==> config.mk <==
export PLATFORM = sky130hd
export DESIGN_NAME = genius_uc
export DESIGN_NICKNAME = d
export VERILOG_FILES = /design/src/rtl/genius_pkg.sv /design/src/rtl/genius_uc.sv
export SDC_FILE = /design/constraint.sdc
export NUM_CORES = 1
export LEC_CHECK = 0
export BUFFER_PORTS_ARGS = -buffer_cell sky130_fd_sc_hd__buf_2
export CORE_MARGIN = 1
export CORE_UTILIZATION = 36
export DETAILED_ROUTE_END_ITERATION = 8
export PLACE_DENSITY = 0.67
export RECOVER_POWER = 25
export SYNTH_ARGS = -nofsm -noshare
export SYNTH_HDL_FRONTEND = slang
export SYNTH_SLANG_ARGS = --single-unit
==> constraint.sdc <==
create_clock -name clock -period 1.8 [get_ports clock]
set_input_delay 0.09 -clock clock [delete_from_list [all_inputs] [get_ports clock]]
set_output_delay 0.09 -clock clock [all_outputs]
set_load 0.02 [all_outputs]
==> src/rtl/genius_pkg.sv <==
// Shared definitions for the Genius memory game control unit.
// State codes also drive the external db_estado display decoder.
package genius_pkg;

  typedef enum logic [3:0] {
    INICIAL     = 4'd0,
    PREPARA     = 4'd1,
    SORTEIA     = 4'd2,
    MOSTRA      = 4'd3,
    APAGA       = 4'd4,
    PROX_LED    = 4'd5,
    INICIA_JOG  = 4'd6,
    ESPERA      = 4'd7,
    REGISTRA    = 4'd8,
    COMPARA     = 4'd9,
    PROX_JOG    = 4'd10,
    PROX_RODADA = 4'd11,
    GANHOU      = 4'd12,
    PERDEU      = 4'd13,
    TIMEOUT     = 4'd14,
    NAO_USADO   = 4'd15
  } state_t;

  localparam logic [1:0] SEL_APAGADO = 2'b00;
  localparam logic [1:0] SEL_MEMORIA = 2'b01;
  localparam logic [1:0] SEL_BOTOES  = 2'b10;

endpackage

==> src/rtl/genius_uc.sv <==
// Moore control unit for the Genius game: shows the LED sequence each round,
// then collects and checks the player's presses with a timeout.
module genius_uc
  import genius_pkg::*;
(
  input  logic       clock,
  input  logic       reset,
  input  logic       iniciar,
  input  logic       botoesIgualMemoria,
  input  logic       fimL,
  input  logic       fimM,
  input  logic       endecoIgualLimite,
  input  logic       jogada_feita,
  input  logic       timeout,
  output logic       zeraE,
  output logic       contaE,
  output logic       zeraL,
  output logic       contaL,
  output logic       zeraR,
  output logic       zeraM,
  output logic       contaM,
  output logic       registraR,
  output logic       selecionaMemoria,
  output logic       reset_random,
  output logic       contaT,
  output logic [1:0] seletor,
  output logic       pronto,
  output logic       ganhou,
  output logic       perdeu,
  output logic       db_timeout,
  output logic [3:0] db_estado
);

  state_t state_reg, state_next;

  always_ff @(posedge clock) begin
    if (!reset) state_reg <= INICIAL;
    else        state_reg <= state_next;
  end

  always_comb begin
    state_next = state_reg;
    unique case (state_reg)
      INICIAL:     if (iniciar) state_next = PREPARA;
      PREPARA:     state_next = SORTEIA;
      SORTEIA:     state_next = MOSTRA;
      MOSTRA:      if (fimM) state_next = APAGA;
      APAGA:       if (fimM) state_next = endecoIgualLimite ? INICIA_JOG : PROX_LED;
      PROX_LED:    state_next = MOSTRA;
      INICIA_JOG:  state_next = ESPERA;
      // A press in the same cycle as the timeout still counts.
      ESPERA: begin
        if (jogada_feita)  state_next = REGISTRA;
        else if (timeout)  state_next = TIMEOUT;
      end
      REGISTRA:    state_next = COMPARA;
      COMPARA: begin
        if (!botoesIgualMemoria)     state_next = PERDEU;
        else if (!endecoIgualLimite) state_next = PROX_JOG;
        else if (fimL)               state_next = GANHOU;
        else                         state_next = PROX_RODADA;
      end
      PROX_JOG:    state_next = ESPERA;
      PROX_RODADA: state_next = MOSTRA;
      GANHOU, PERDEU, TIMEOUT: if (iniciar) state_next = PREPARA;
      default:     state_next = INICIAL;
    endcase
  end

  always_comb begin
    zeraE            = 1'b0;
    contaE           = 1'b0;
    zeraL            = 1'b0;
    contaL           = 1'b0;
    zeraR            = 1'b0;
    zeraM            = 1'b0;
    contaM           = 1'b0;
    registraR        = 1'b0;
    selecionaMemoria = 1'b0;
    reset_random     = 1'b0;
    contaT           = 1'b0;
    seletor          = SEL_APAGADO;
    pronto           = 1'b0;
    ganhou           = 1'b0;
    perdeu           = 1'b0;
    db_timeout       = 1'b0;
    unique case (state_reg)
      PREPARA: begin
        zeraE        = 1'b1;
        zeraL        = 1'b1;
        zeraR        = 1'b1;
        zeraM        = 1'b1;
        reset_random = 1'b1;
      end
      SORTEIA:  selecionaMemoria = 1'b1;
      MOSTRA: begin
        seletor = SEL_MEMORIA;
        contaM  = 1'b1;
      end
      // M wraps at terminal count, so it keeps running into the off phase.
      APAGA:    contaM = 1'b1;
      PROX_LED: contaE = 1'b1;
      INICIA_JOG: begin
        zeraE = 1'b1;
        zeraR = 1'b1;
      end
      ESPERA: begin
        seletor = SEL_BOTOES;
        contaT  = 1'b1;
      end
      REGISTRA: begin
        seletor   = SEL_BOTOES;
        registraR = 1'b1;
      end
      COMPARA:  seletor = SEL_BOTOES;
      PROX_JOG: contaE = 1'b1;
      PROX_RODADA: begin
        contaL = 1'b1;
        zeraE  = 1'b1;
        zeraR  = 1'b1;
        zeraM  = 1'b1;
      end
      GANHOU: begin
        pronto = 1'b1;
        ganhou = 1'b1;
      end
      PERDEU: begin
        pronto = 1'b1;
        perdeu = 1'b1;
      end
      TIMEOUT: begin
        pronto     = 1'b1;
        perdeu     = 1'b1;
        db_timeout = 1'b1;
      end
      default: ;
    endcase
  end

  assign db_estado = state_reg;

endmodule
==> results.toml, run 1 <==
[routing]
dr.max_layer_used = "met3"
first_pass_iters = 4
num_vias = 622
m1WireLength_um = 650
ant_nets = 0
post_drt_via_cell_ratio = 5.55
drtIter0Drc = 12
met2_length_um = 560
route.detailed.drc = 0
wirelength_um = 1290
detail_route.wl_per_cell_um = 11.6
met3WireLength_um = 83

[sta]
timing_worst_slew_pin_value_ns = 0.337
timing.max_slew.rel_slack_pct = 77.5
timing.fmax_mhz = 610
setup_viol_count_final = 0
worst_case_setup_margin_in_the_final_layout_ns = 0.160
final.min_clock_period_ns = 1.64
period_utilization_pct = 91.1
timing.clock.skew_ns = 0.000928
final_hold_viol_count = 0
timing.final.max_slew_violations = 0
timing.setup.tns_ns = 0
rsz_0062_raised_after_global_routing = "no"

[power_and_ir_drop]
vdd_ir_drop_max_mv = 0.470
clock_network_fraction_of_design_power_pct = 11.5
power_frac_seq_pct = 20.5
p_int_uw = 455
power.switching_fraction_pct = 51.1
power_switching_uw = 475
power_density_relative_to_cell_area_mw_per_mm2 = 1380
p_leak_uw = 0.000337
pwr-share-comb_pct = 68.1

[final_layout]
layout-drive-gt1-share_pct = 39.2
fin_util_pct = 50.0
area.growth.synth_to_final_pct = 25.6
design.final.nets = 108
final-seq-area_um2 = 82.6
largest_reg_flops = 4
fill_cell_instance_count_of_the_final_layout = 145
diodes = 0
area_occupied_by_multi_input_gates_um2 = 374

[worst_setup_path]
crit_fanout = 14
critical_path_required_ns = 1.71
worst-r2r-cell-count = 5
cp-start-kind = "flop"
cp.arrival_ns = 1.55
timing.reg2reg.setup_slack_ns = 0.34
logic_depth_of_the_worst_setup_path_including_buffers = 5
worstPathCellList = "buf_4, nand2b_4, mux2i_1, a21o_1, buf_2"
cp_slowest_cell = "sky130_fd_sc_hd__dfxtp_1"
timing.rr.start = "db_estado[0]"
cp_num_buf_inv = 2
cp_slowest_stage_delay_ns = 0.47
worst_r2r_endpoint = "db_estado[1]"
worst_setup_path_endpoint = "zeraE"
end_kind = "output port"
critical_path.startpoint = "db_estado[0]"
path_class = "reg2out"
critical_path.top_delay_family = "flip-flops"

[clocking]
clk_pin_slew_worst_paths_ns = 0.03
root_buffer_master = "sky130_fd_sc_hd__clkbuf_4"
cts_max_level = 1
clock_insertion_delay_worst_skew_ns = 0.23
clk_path_buf_depth = 2
numCtsBuffers = 3
clock_tree_from_tritoncts = "yes"
tritoncts_num_sinks = 4

[synth]
adder_cell_area_share_of_the_yosys_netlist_pct = 0
synth_warnings = 0
seq_area_frac_synth_pct = 14.9
combinational_family_with_the_most_area_after_synthesis = "simple AND/OR/NAND/NOR gates"
synth.net_count = 80
synthesis.area_um2 = 538
netlist-cell-type-count = 34
yosys-mux-area-fraction_pct = 11.4
netlist_instances = 71
synth-seq-cells = 4
mean_instance_size_in_the_synthesized_netlist_um2 = 7.58
yosys.area_share.simple_pct = 31.6
compound_gate_portion_of_the_synthesized_area_pct = 26.5
synthXorXnorAreaFrac_pct = 0

[die]
core_area_mm2 = 0.00135
chipHeight_um = 40.7
die_footprint_mm2 = 0.00165
rows = 13
effective_utilization_at_floorplan_pct = 39.9
pin_count = 30
die_w_um = 40.7

[run_status]
run_status = "finished, final reports clean"

[worst_hold_path]
hold-path-cell-count = 3
min_path_type = "in2reg"

[flow_run]
drv.max_cap_violation_count = 0

[placement]
gpl.final_weighted_congestion = 0.815
place_hpwl_um = 969
place_ws_ns = 0.188
portBuffers = 29

[grt]
grt_first_pass_wirelength_um = 1930
first_global_vias = 428
grt.overflow.total = 0
antenna_found_initial = 0
grt_max_degree = 18
groute.usage.overall_pct = 17.4
==> cells in the final DEF (no fill, tap or decap), drive strengths merged, types with 2 or more instances in the layout <==
| cell | synthesis | layout |
|---|---|---|
| nor4bb | 2 | 2 |
| o211ai | 3 | 3 |
| nand2 | 8 | 8 |
| a21oi | 4 | 4 |
| buf | 8 | 28 |
| o21ai | 3 | 3 |
| nor2 | 2 | 2 |
| inv | 4 | 4 |
| nand2b | 4 | 4 |
| nor3 | 6 | 6 |
| mux2i | 5 | 5 |
| dfxtp | 4 | 4 |
| clkbuf | 1 | 7 |
==> area by class of cell <==
cell class | instances | area share [%]
multi-input combinational | 54 | 55.4
timing repair buffer | 32 | 24.1
sequential | 4 | 12.2
clock buffer | 3 | 3.33
tap | 15 | 2.78
inverter | 4 | 2.22
==> what timing repair did <==
item | 4_1_cts | 5_1_grt
setup endpoints to repair | 0 | 3
resized for setup | 0 | 2
hold buffers | 0 | 0
buffers inserted | 0 | 0
==> through the flow <==
step | hold slack, ns | total power [µW] | instances | area, µm²
3_3_place_gp | 0.414 | 823 | 109 | 656
4_1_cts | 0.175 | 938 | 112 | 678
6_report | 0.179 | 930 | 112 | 676
3_5_place_dp | 0.422 | 824 | 109 | 656
5_1_grt | 0.194 | 1010 | 112 | 676
2_1_floorplan | 0.375 | 741 | 71 | 538
==> per-layer routing <==
| metal | vias to the layer above | track usage [%] |
|---|---|---|
| li1 | 322 | - |
| met1 | 273 | 24.2 |
| met2 | 27 | 27.0 |
| met3 | 0 | 3.26 |
| met4 | 0 | 5.00 |
| met5 | - | 0 |
==> power by group through the flow <==
stage	registers, µW	clock network [µW]	logic [µW]
5_1_grt	201	124	688
4_1_cts	185	113	639
3_3_place_gp	186	0	636
3_5_place_dp	186	0	638
6_report	190	107	633
2_1_floorplan	163	0	578
==> synth_stat cells <==
cell / instances / area, µm²
sky130_fd_sc_hd__mux2i_1: 5 / 50.1
sky130_fd_sc_hd__inv_1: 4 / 15.0
sky130_fd_sc_hd__or2_2: 1 / 6.26
sky130_fd_sc_hd__o311a_1: 1 / 10.0
sky130_fd_sc_hd__a32oi_1: 1 / 8.76
sky130_fd_sc_hd__nand2_1: 8 / 30.0
sky130_fd_sc_hd__o221ai_2: 1 / 15.0
sky130_fd_sc_hd__o21ai_0: 2 / 10.0
sky130_fd_sc_hd__dfxtp_1: 4 / 80.1
sky130_fd_sc_hd__a21oi_1: 4 / 20.0
sky130_fd_sc_hd__or3_1: 1 / 6.26
sky130_fd_sc_hd__nor4_1: 1 / 6.26
sky130_fd_sc_hd__nor3_1: 6 / 30.0
sky130_fd_sc_hd__nor4bb_1: 2 / 20.0
sky130_fd_sc_hd__o2111ai_1: 1 / 8.76
sky130_fd_sc_hd__nand4b_1: 1 / 8.76
sky130_fd_sc_hd__clkbuf_1: 1 / 3.75
sky130_fd_sc_hd__buf_6: 2 / 22.5
sky130_fd_sc_hd__buf_2: 1 / 5.00
sky130_fd_sc_hd__o22ai_1: 1 / 6.26
sky130_fd_sc_hd__and3b_1: 1 / 8.76
sky130_fd_sc_hd__mux2_2: 1 / 11.3
sky130_fd_sc_hd__nand2b_1: 3 / 18.8
sky130_fd_sc_hd__nor3b_1: 1 / 7.51
sky130_fd_sc_hd__nand2b_4: 1 / 13.8
sky130_fd_sc_hd__buf_4: 5 / 37.5
sky130_fd_sc_hd__and3_1: 1 / 6.26
sky130_fd_sc_hd__a2111oi_2: 1 / 15.0
sky130_fd_sc_hd__o211ai_1: 3 / 22.5
sky130_fd_sc_hd__a31oi_1: 1 / 6.26
sky130_fd_sc_hd__a21boi_0: 1 / 7.51
sky130_fd_sc_hd__o21ai_1: 1 / 5.00
sky130_fd_sc_hd__a21o_1: 1 / 7.51
sky130_fd_sc_hd__nor2_1: 2 / 7.51
==> worst min path at each step <==
stage / start / endpoint / slack, ns
after floorplan: endecoIgualLimite / db_estado[0] / 0.38
after global routing: reset / db_estado[3] / 0.19
after global placement: reset / db_estado[3] / 0.41
after detailed placement: reset / db_estado[0] / 0.42
after CTS: reset / db_estado[0] / 0.17
final: reset / db_estado[2] / 0.18
==> cell families after synthesis <==
kind of cell / Yosys count
flip-flops: 4
buffers and inverters: 13
AO/OA/AOI/OAI: 19
multiplexers: 6
AND/OR/NAND/NOR: 29
==> worst min-delay path, cell delays in order <==
cell,delay [ns]
sky130_fd_sc_hd__buf_2,0.14
sky130_fd_sc_hd__nand2_1,0.07
sky130_fd_sc_hd__mux2i_1,0.06
Power figures use the tool's default switching activity.
==> inputs of run 2 (changes only) <==
Clock period 1.8 ns to 2.1 ns, I/O delays scaled along.
==> run 2 against run 1 <==
Compared with the run above:
- routed wire length is 2.7% higher
- combinational power decreased by 26%
- clock skew is 0.00050 ns lower
- final area is 4.1% lower
- core utilization shrank 2.0 points
- critical path depth decreased by 1
==> results.toml, run 2 (same netlist as run 1, synthesis figures left out) <==
[grt]
grt_first_pass_wirelength_um = 1950
grt.overflow.total = 0
antenna_found_initial = 0
groute.usage.overall_pct = 16.9
first_global_vias = 437
grt_max_degree = 22

[power_and_ir_drop]
power.switching_fraction_pct = 52.5
vdd_ir_drop_max_mv = 0.438
p_leak_uw = 0.000312
p_int_uw = 365
pwr-share-comb_pct = 61.2
clock_network_fraction_of_design_power_pct = 12.1
power_frac_seq_pct = 26.8
power_density_relative_to_cell_area_mw_per_mm2 = 1180
power_switching_uw = 403

[worst_hold_path]
min_path_type = "in2reg"
hold_path_startpoint = "reset"
hold-path-cell-count = 3
min_delay_worst_endpoint = "db_estado[1]"

[clocking]
postCtsSetupRepairBufs = 0
root_buffer_master = "sky130_fd_sc_hd__clkbuf_4"
clk_path_buf_depth = 2
clock_tree_from_tritoncts = "yes"
clk_pin_slew_worst_paths_ns = 0.04
numCtsBuffers = 3
cts_max_level = 1
clock_insertion_delay_worst_skew_ns = 0.23
cts_resized = 0
tritoncts_num_sinks = 4
cts_hold_buf = 0

[die]
die_footprint_mm2 = 0.00165
core_area_mm2 = 0.00135
effective_utilization_at_floorplan_pct = 39.9
die_w_um = 40.7
chipHeight_um = 40.7
rows = 13
pin_count = 30

[placement]
place_hpwl_um = 915
postPlaceCellArea_um2 = 633
place_ws_ns = 0.338
gpl.final_weighted_congestion = 0.759
portBuffers = 29

[sta]
timing.max_slew.rel_slack_pct = 54.8
timing.final.max_slew_violations = 0
rsz_0062_raised_after_global_routing = "no"
timing.fmax_mhz = 522
timing_worst_slew_pin_value_ns = 0.677
final.min_clock_period_ns = 1.91
final_hold_viol_count = 0
worst_case_setup_margin_in_the_final_layout_ns = 0.185
setup_viol_count_final = 0
timing.clock.skew_ns = 0.000426
timing.setup.tns_ns = 0
period_utilization_pct = 91.2

[worst_setup_path]
worst_r2r_endpoint = "db_estado[2]"
worst-r2r-cell-count = 4
timing.rr.start = "db_estado[1]"
cp-start-kind = "flop"
critical_path_required_ns = 2.00
crit_fanout = 20
path_class = "reg2out"
end_kind = "output port"
cp.arrival_ns = 1.81
timing.reg2reg.setup_slack_ns = 0.32

[final_layout]
fill_cell_instance_count_of_the_final_layout = 146
largest_reg_flops = 4
final_cell_mix = "23 x sky130_fd_sc_hd__buf_2, 8 x sky130_fd_sc_hd__nand2_1, 6 x sky130_fd_sc_hd__nor3_1, 6 x sky130_fd_sc_hd__clkbuf_1, 5 x sky130_fd_sc_hd__mux2i_1"
diodes = 0
most_common_library_cell_in_the_layout_ignoring_fill_and_taps = "sky130_fd_sc_hd__buf_2"
layout-drive-gt1-share_pct = 33.0
design.final.nets = 105
area.growth.synth_to_final_pct = 20.5
finish.instance_area_um2 = 648

[routing]
detail_route.wl_per_cell_um = 12.2
route.detailed.drc = 0
post_drt_via_cell_ratio = 5.52
num_vias = 602
first_pass_iters = 4
drtIter0Drc = 7
wirelength_um = 1330
ant_nets = 0

[run_status]
run_status = "finished, final reports clean"

[flow_run]
drv.max_cap_violation_count = 0
## run 2: cell types whose count changed in the layout (fill, tap and decap cells not counted), sizes merged
cell and change:
buf -5, clkbuf +2
## run 2: worst max-delay path by stage
stage | from | endpoint | slack, ns | cells after the start
finish | db_estado[1] | zeraM | 0.19 | 4
CTS | db_estado[1] | zeraM | 0.20 | 4
floorplan | db_estado[0] | zeraM | 0.44 | 4
detailed placement | db_estado[1] | db_estado[2] | 0.34 | 4
global route | db_estado[0] | zeraM | 0.03 | 4
global placement | db_estado[1] | db_estado[3] | 0.38 | 4
## run 2: worst max-delay path, cell delays in order (launching register included)
cell                       delay (ns)
sky130_fd_sc_hd__dfxtp_1         0.75
sky130_fd_sc_hd__nand2b_1        0.28
sky130_fd_sc_hd__nor3_1          0.09
sky130_fd_sc_hd__or2_2           0.30
sky130_fd_sc_hd__buf_2           0.16
## run 2: area by class of cell
class                      count  area [µm²]  share of cell area (%)
clock buffer                   3        22.5                    3.47
inverter                       4        15.0                    2.32
multi-input combinational     54         374                    57.7
sequential                     4        80.1                    12.4
tap                           15        18.8                    2.90
timing repair buffer          29         138                    21.2
## run 2: power by group through the flow
stage | registers [µW] | logic (µW) | clock network, µW
floorplan | 140 | 495 | 0
global placement | 201 | 475 | 0
detailed placement | 203 | 476 | 0
CTS | 202 | 478 | 97.2
global route | 216 | 511 | 103
finish | 205 | 469 | 92.6
## run 2: layer usage
layer / global-route usage [%] / routed length (µm) / vias up
met4: 0 / 0 / 0
met2: 26.2 / 586 / 19
met1: 25.3 / 679 / 271
met5: 0 / 0 / -
met3: 3.26 / 63 / 0
li1: - / - / 312
## run 2: per-stage QoR
stage | total power [µW] | hold WS [ns] | cells | utilization [%]
final | 767 | 0.199 | 109 | 48.0
after global routing | 830 | 0.219 | 109 | 48.0
after CTS | 778 | 0.186 | 109 | 48.6
after detailed placement | 679 | 0.435 | 106 | 46.9
after global placement | 676 | 0.426 | 106 | 46.9
after floorplan | 635 | 0.390 | 71 | -
